==> config.mk <==
export PLATFORM = sky130hd
export DESIGN_NAME = mem_arbiter
export DESIGN_NICKNAME = d
export VERILOG_FILES = /design/src/rtl/mem_arbiter.sv
export SDC_FILE = /design/constraint.sdc
export NUM_CORES = 1
export LEC_CHECK = 0
export ABC_AREA = 1
export CORE_UTILIZATION = 42
export CTS_BUF_LIST = sky130_fd_sc_hd__clkbuf_2 sky130_fd_sc_hd__clkbuf_4 sky130_fd_sc_hd__clkbuf_8
export CTS_CLUSTER_SIZE = 14
export DETAILED_ROUTE_END_ITERATION = 7
export PLACE_DENSITY = 0.82
export SYNTH_ARGS = -nofsm -noshare
export SYNTH_HDL_FRONTEND = slang
export SYNTH_SLANG_ARGS = --single-unit
==> constraint.sdc <==
create_clock -name clk -period 1.75 [get_ports clk]
set_clock_uncertainty 0.05 [all_clocks]
set_input_delay 0.35 -clock clk [delete_from_list [all_inputs] [get_ports clk]]
set_output_delay 0.35 -clock clk [all_outputs]
set_load 0.02 [all_outputs]
==> src/rtl/mem_arbiter.sv <==
// Two-requester memory arbiter: round-robin grant between an instruction
// fetch port (r0, read-only) and a load/store port (r1), one outstanding
// memory transaction at a time, with a per-transaction timeout.
`ifndef DATA_WIDTH
`define DATA_WIDTH 32
`endif
`ifndef ADDRESS_WIDTH
`define ADDRESS_WIDTH 32
`endif

module mem_arbiter #(
  parameter int DW       = `DATA_WIDTH,
  parameter int AW       = `ADDRESS_WIDTH,
  parameter int MAX_WAIT = 15
) (
  input  logic          clk,
  input  logic          reset,
  input  logic          i_r0_addr_valid,
  input  logic [AW-1:0] i_r0_addr,
  input  logic          i_r1_addr_valid,
  input  logic [AW-1:0] i_r1_addr,
  input  logic          i_r1_we,
  input  logic [DW-1:0] i_r1_wdata,
  output logic          o_r0_valid,
  output logic          o_r1_valid,
  output logic [DW-1:0] o_rsp_data,
  output logic          o_rsp_err,
  output logic          o_mem_addr_valid,
  output logic [AW-1:0] o_mem_addr,
  output logic          o_mem_we,
  output logic [DW-1:0] o_mem_wdata,
  input  logic          i_mem_valid,
  input  logic [DW-1:0] i_mem_data,
  output logic          o_busy
);

  typedef enum logic [1:0] {
    IDLE = 2'd0,
    BUSY = 2'd1,
    RESP = 2'd2
  } state_e;

  // Wait counter value on the last BUSY cycle before giving up.
  localparam logic [7:0] LAST_WAIT = 8'(MAX_WAIT - 1);

  state_e        state_q;
  logic          last_grant_q;   // 1 = r1 was granted most recently / currently
  logic [7:0]    wait_cnt_q;
  logic          r0_valid_q;
  logic          r1_valid_q;
  logic [DW-1:0] rsp_data_q;
  logic          rsp_err_q;
  logic          mem_addr_valid_q;
  logic [AW-1:0] mem_addr_q;
  logic          mem_we_q;
  logic [DW-1:0] mem_wdata_q;
  logic          busy_q;
  logic          grant_r1_d;

  // Winner selection: a tie goes to the requester that did not win last time.
  always_comb begin
    grant_r1_d = 1'b0;
    if (i_r0_addr_valid && i_r1_addr_valid) begin
      grant_r1_d = ~last_grant_q;
    end else if (i_r1_addr_valid) begin
      grant_r1_d = 1'b1;
    end else begin
      grant_r1_d = 1'b0;
    end
  end

  // Arbiter FSM with all outputs registered alongside the state.
  always_ff @(posedge clk or negedge reset) begin
    if (!reset) begin
      state_q          <= IDLE;
      last_grant_q     <= 1'b1;
      wait_cnt_q       <= 8'd0;
      r0_valid_q       <= 1'b0;
      r1_valid_q       <= 1'b0;
      rsp_data_q       <= '0;
      rsp_err_q        <= 1'b0;
      mem_addr_valid_q <= 1'b0;
      mem_addr_q       <= '0;
      mem_we_q         <= 1'b0;
      mem_wdata_q      <= '0;
      busy_q           <= 1'b0;
    end else begin
      case (state_q)
        IDLE: begin
          r0_valid_q <= 1'b0;
          r1_valid_q <= 1'b0;
          if (i_r0_addr_valid || i_r1_addr_valid) begin
            state_q          <= BUSY;
            mem_addr_valid_q <= 1'b1;
            busy_q           <= 1'b1;
            last_grant_q     <= grant_r1_d;
            wait_cnt_q       <= 8'd0;
            if (grant_r1_d) begin
              mem_addr_q  <= i_r1_addr;
              mem_we_q    <= i_r1_we;
              mem_wdata_q <= i_r1_wdata;
            end else begin
              // Instruction fetch never writes.
              mem_addr_q  <= i_r0_addr;
              mem_we_q    <= 1'b0;
              mem_wdata_q <= '0;
            end
          end else begin
            state_q          <= IDLE;
            mem_addr_valid_q <= 1'b0;
            busy_q           <= 1'b0;
          end
        end
        BUSY: begin
          if (i_mem_valid) begin
            state_q          <= RESP;
            mem_addr_valid_q <= 1'b0;
            rsp_data_q       <= i_mem_data;
            rsp_err_q        <= 1'b0;
            wait_cnt_q       <= 8'd0;
            r0_valid_q       <= ~last_grant_q;
            r1_valid_q       <= last_grant_q;
          end else if (wait_cnt_q == LAST_WAIT) begin
            // Memory never answered: complete with an error response.
            state_q          <= RESP;
            mem_addr_valid_q <= 1'b0;
            rsp_data_q       <= '0;
            rsp_err_q        <= 1'b1;
            wait_cnt_q       <= 8'd0;
            r0_valid_q       <= ~last_grant_q;
            r1_valid_q       <= last_grant_q;
          end else begin
            wait_cnt_q <= wait_cnt_q + 8'd1;
          end
        end
        RESP: begin
          state_q    <= IDLE;
          r0_valid_q <= 1'b0;
          r1_valid_q <= 1'b0;
          busy_q     <= 1'b0;
        end
        default: begin
          state_q          <= IDLE;
          mem_addr_valid_q <= 1'b0;
          r0_valid_q       <= 1'b0;
          r1_valid_q       <= 1'b0;
          busy_q           <= 1'b0;
          wait_cnt_q       <= 8'd0;
        end
      endcase
    end
  end

  assign o_r0_valid       = r0_valid_q;
  assign o_r1_valid       = r1_valid_q;
  assign o_rsp_data       = rsp_data_q;
  assign o_rsp_err        = rsp_err_q;
  assign o_mem_addr_valid = mem_addr_valid_q;
  assign o_mem_addr       = mem_addr_q;
  assign o_mem_we         = mem_we_q;
  assign o_mem_wdata      = mem_wdata_q;
  assign o_busy           = busy_q;

endmodule

Yosys cells after proc, flatten, opt, wreduce, memory -nomap -nowiden
Index checks and enable logic that the tools add are counted.

storage, ports and cells
  memory bits (read-only) = 0
  bits in latches = 0
  RAM bits = 0
  memories kept = 0
  input port bits = 134
  output and inout port bits = 102
  bits in registers = 113

operators by class
  divide/modulo/power cells = 0
  equality and inequality tests = 5
  bitwise logic cells = 2
  $add $sub $neg = 1
  reductions and logical operators = 8
  mux-type cells = 28
  $lt $le $gt $ge = 0
  multiply operators = 0
  shift-type cells = 0

operators with widths
  operator               count
  $mux W32               4
  $mux W8                3
  $pmux W8 S3            1
  $mux W1                15
  $add A8 B1 Y8 const B  1
  $eq A8 B4 Y1 const B   1
  $reduce_and A2 Y1      4
  $mux W2                2
  $pmux W2 S2            1
  $ne A3 B3 Y1 const B   1
  $pmux W1 S3            1
  $eq A2 B1 Y1 const B   1
  $eq A2 B2 Y1 const B   1
  $logic_not A2 Y1       1
  $ne A2 B2 Y1 const B   1
  $not A1 Y1             2
  $pmux W1 S2            1
  $reduce_bool A2 Y1     1
  $logic_and A1 B1 Y1    1
  $logic_or A1 B1 Y1     1

Logic depth before layout (Yosys ltp)
  depth after elaboration = 4
  mapped depth = 10
  gate-level depth less buffers = 9

Worst setup path after synthesis
OpenSTA, ideal clock, no wires.

  path kind = register to register
  start = reg wait_cnt_q[0]
  end = reg rsp_data_q[27], in the netlist o_rsp_data[27]
  cell stages (with the launch flop) = 11
  arrival time = 1.224 ns
  buffers on the path = 1
  slack = 0.359 ns
  data required time = 1.583 ns
  path through = dfrtp_1 inv_1 ha_1 nand2_1 nor2_1 nand2_1 nand2_2 nand2_4 buf_12 nand2_1 nand2_1

between the ends
  longest elaborated chain between the ends = 3

ends and longest elaborated chain
  item                                 RTL line  RTL
  start, declared                      48        logic [7:0] wait_cnt_q;
  start signal, assigned               133       wait_cnt_q <= wait_cnt_q + 8'd1;
  $eq A8 B4 Y1                         123       end else if (wait_cnt_q == LAST_WAIT) begin
  $reduce_bool A2 Y1 (no source line)  --
  $reduce_and A2 Y1 (no source line)   --
  end signal, assigned                 118       rsp_data_q <= i_mem_data;
  end, declared                        51        logic [DW-1:0] rsp_data_q;

Every way passes these cells.
A chain may end at the register's enable or synchronous reset.

Worst setup path in the final report
  start = reg wait_cnt_q[0]
  end = reg rsp_data_q[23], in the netlist o_rsp_data[23]

Same word-level chain as after synthesis.

==> results_dict.tcl <==
set metrics [dict create \
    outcome "completed" \
    yosysTopAreaCell "dfrtp_1" \
    reg2reg_depth 9 \
    ant_nets 0 \
    power.total_mw 13.4 \
    synth.distinct_cells 29 \
    synth_area_leaders "dfrtp_1 57%, nand2_1 18%, o21ai_0 6.3%" \
    setup_viol 0 \
    grt_max_degree 62 \
    grt_overflow_total 0 \
    yosysTopAreaCellShare_pct 57.3 \
    rsz0062_at_grt "no" \
    timing.rr.end "o_rsp_data[23]" \
    insertion_delay_ns 0.41 \
    tightest_slew_ns 0.548 \
    synth_compound_area_share_pct 11.4 \
    die-area_sq_um 12100 \
    routed.top_layer "met4" \
    syn-num-nets 706 \
    m1WireLength_mm 5.33 \
    fillers 904 \
    preCtsSetupSlack_ns -0.125 \
    via_per_inst 4.96 \
    dp.final_hpwl_mm 10.5 \
    grtUsageTotal_pct 24.2 \
    maxSlewViolCount 0 \
    wirelength_mm 14.3 \
    place_congestion 0.923 \
    maxSlewHeadroom_pct 63.4 \
    die_h_microns 110 \
    wl_per_cell_microns 14.8 \
    fin_ws_ns 0.126 \
    core-area_sq_um 11400 \
    fp.dieW_microns 110 \
    drive_above_1_share_pct 8.71 \
    cts_made_buffers 17 \
    synth_area_sq_um 4890 \
    grt_pass1_vias 4799 \
    start_kind "flip-flop" \
    tritoncts "done" \
    synth-xor-area-share_pct 0.179 \
    syn_inst 570 \
    antenna_found_initial 0 \
    num_vias 4816 \
    ys_ff_latch 113 \
    drt-initial-drc-count 222 \
    timing.final.crit_share_pct 92.8 \
    synthAdderAreaFrac_pct 0.512 \
    pin_count 236 \
    cap_violations 0 \
    synth_mux_area_share_pct 0 \
    met2_length_mm 7.30 \
    min_period_ns 1.62 \
    fmax_mhz 616 \
    port_buffers 235 \
    p_leak_nw 3.89 \
    rrSetupSlack_ns 0.13 \
    cp.required_ns 2.00 \
    yosys_warnings 0 \
    clk_path_buf_depth 2 \
    r2r-start "wait_cnt_q[0]" \
    critPathKind "flip-flop to flip-flop" \
    power_density_nw_per_um2 1720 \
    row_count 39 \
    avgSynthCellArea_sq_um 8.58 \
    syn2layout_area_growth_pct 59.8 \
    cts_sinks 113 \
    synth-simple-area-share_pct 24.3 \
    h-tree-depth 4 \
    final_nets 950 \
    cts_setup_buffers 0 \
    setup.worst_path.end_class "flip-flop" \
    grt_pass1_wl_mm 22.1 \
    initial_core_util_pct 43.0 \
    drc 0 \
    hp-class "input pin to asynchronous set/reset pin" \
    peakVddDrop_v 0.00102 \
    hold_viol_final 0 \
    dr_wl_met3_mm 1.01 \
    final_util_pct 68.8 \
    antenna_cells 0 \
    finalSetupTns_ns 0 \
    synth_top_family_by_area "simple AND/OR/NAND/NOR gates" \
    worst-path-max-fanout 35 \
    clock-root-buffer "clkbuf_8" \
    crit_arrival_ns 1.87 \
    yosysSeqAreaShare_pct 57.8 \
    clkTransAtPathRegs_ns 0.07 \
    drtPass1Iterations 5 \
]
==> synth_stat cells (all sizes together) <==
master	instances
inv	16
nor2	44
dfrtp	112
nand2	236
o21ai	103
o21bai	2
clkinv	1
xor2	1
ha	2
or2	1
dfstp	1
nand3	13
a21oi	2
nand4	5
clkbuf	4
buf	27
==> logic make-up (layout without fill, tap and decap cells) <==
| logic type | count (synthesis) | in the layout |
|---|---|---|
| adders and majority gates | 2 | 2 |
| xor gates and xnor gates | 1 | 1 |
| buffers and inverters | 48 | 305 |
| DFF | 113 | 113 |
| and+or+nand+nor | 299 | 299 |
| AOI/OAI and AO/OA | 107 | 107 |
==> power by group <==
part | leakage, nW | switching [mW] | internal [mW]
Sequential | 1.43 | 0.696 | 3.82
Clock | 0.254 | 1.03 | 1.98
Combinational | 2.21 | 3.66 | 2.25
==> metrics by stage <==
| stage | instance area, sq um | hold slack (ns) | std cells |
|---|---|---|---|
| 3_5_place_dp | 7430 | 0.227 | 937 |
| 6_report | 7820 | 0.355 | 970 |
| 2_1_floorplan | 4890 | 0.00441 | 570 |
| 5_1_grt | 7820 | 0.362 | 970 |
| 3_3_place_gp | 7430 | 0.218 | 937 |
| 4_1_cts | 7810 | 0.314 | 970 |
==> cells in the final DEF, fill, tap and decap left out, types with 2 or more instances in the layout <==
| cell type | instances |
|---|---|
| nand2_1 | 229 |
| clkdlybuf4s50_1 | 132 |
| dfrtp_1 | 112 |
| dlygate4sd2_1 | 102 |
| o21ai_0 | 62 |
| nor2_1 | 42 |
| o21ai_1 | 41 |
| clkbuf_8 | 20 |
| buf_4 | 15 |
| nand3_1 | 12 |
| inv_1 | 10 |
| inv_2 | 6 |
| nand2_2 | 6 |
| bufinv_16 | 6 |
| buf_12 | 6 |
| nand4_1 | 5 |
| clkinv_2 | 3 |
| o21bai_1 | 2 |
| ha_1 | 2 |
| clkbuf_4 | 2 |
==> sequential cells by signal (all words and copies together) (netlist names) <==
signal	count
o_mem_addr_valid	1
o_mem_addr	32
o_mem_wdata	32
state_q	2
o_rsp_data	32
o_r0_valid	1
o_rsp_err	1
o_mem_we	1
o_busy	1
last_grant_q	1
wait_cnt_q	8
o_r1_valid	1
==> timing repair <==
action | in CTS | in global routing
hold endpoints to repair | 22 | 0
resized for setup | 102 | 1
hold buffers | 1 | 0
endpoints found under the setup margin | 102 | 28
==> per-layer routing <==
layer / global-route usage, % / up-vias
li1: - / 2304
met1: 26.3 / 2248
met2: 41.3 / 209
met3: 6.99 / 55
met4: 15.0 / 0
met5: 0 / -
==> area by class of cell <==
type	count	area [sq um]	area share, %
clock buffer	22	290	3.71
clock inverter	10	204	2.61
inverter	17	63.8	0.816
multi-input combinational	409	1800	23.0
sequential	113	2830	36.2
tap	143	179	2.29
timing repair buffer	256	2460	31.4
==> worst max path at each step <==
stage | start | end | slack (ns) | depth (start not counted)
floorplan | wait_cnt_q[0] | o_rsp_data[27] | 0.36 | 10
global placement | i_r1_addr_valid | o_mem_wdata[9] | -0.04 | 5
detailed placement | i_r1_addr_valid | o_mem_wdata[3] | -0.12 | 6
CTS | wait_cnt_q[0] | o_rsp_data[23] | 0.06 | 9
global route | wait_cnt_q[0] | o_rsp_data[6] | 0.03 | 9
finish | wait_cnt_q[0] | o_rsp_data[23] | 0.13 | 9
==> worst max-delay path, stage by stage, from the launching register on <==
cell	delay (ns)
dfrtp_1	0.42
inv_1	0.07
ha_1	0.21
nand2_1	0.08
nor2_1	0.09
nand2_1	0.09
nand2_2	0.13
nand2_8	0.18
nand2_1	0.13
nand2_1	0.06
No activity file was read; power rests on OpenSTA's default activity.
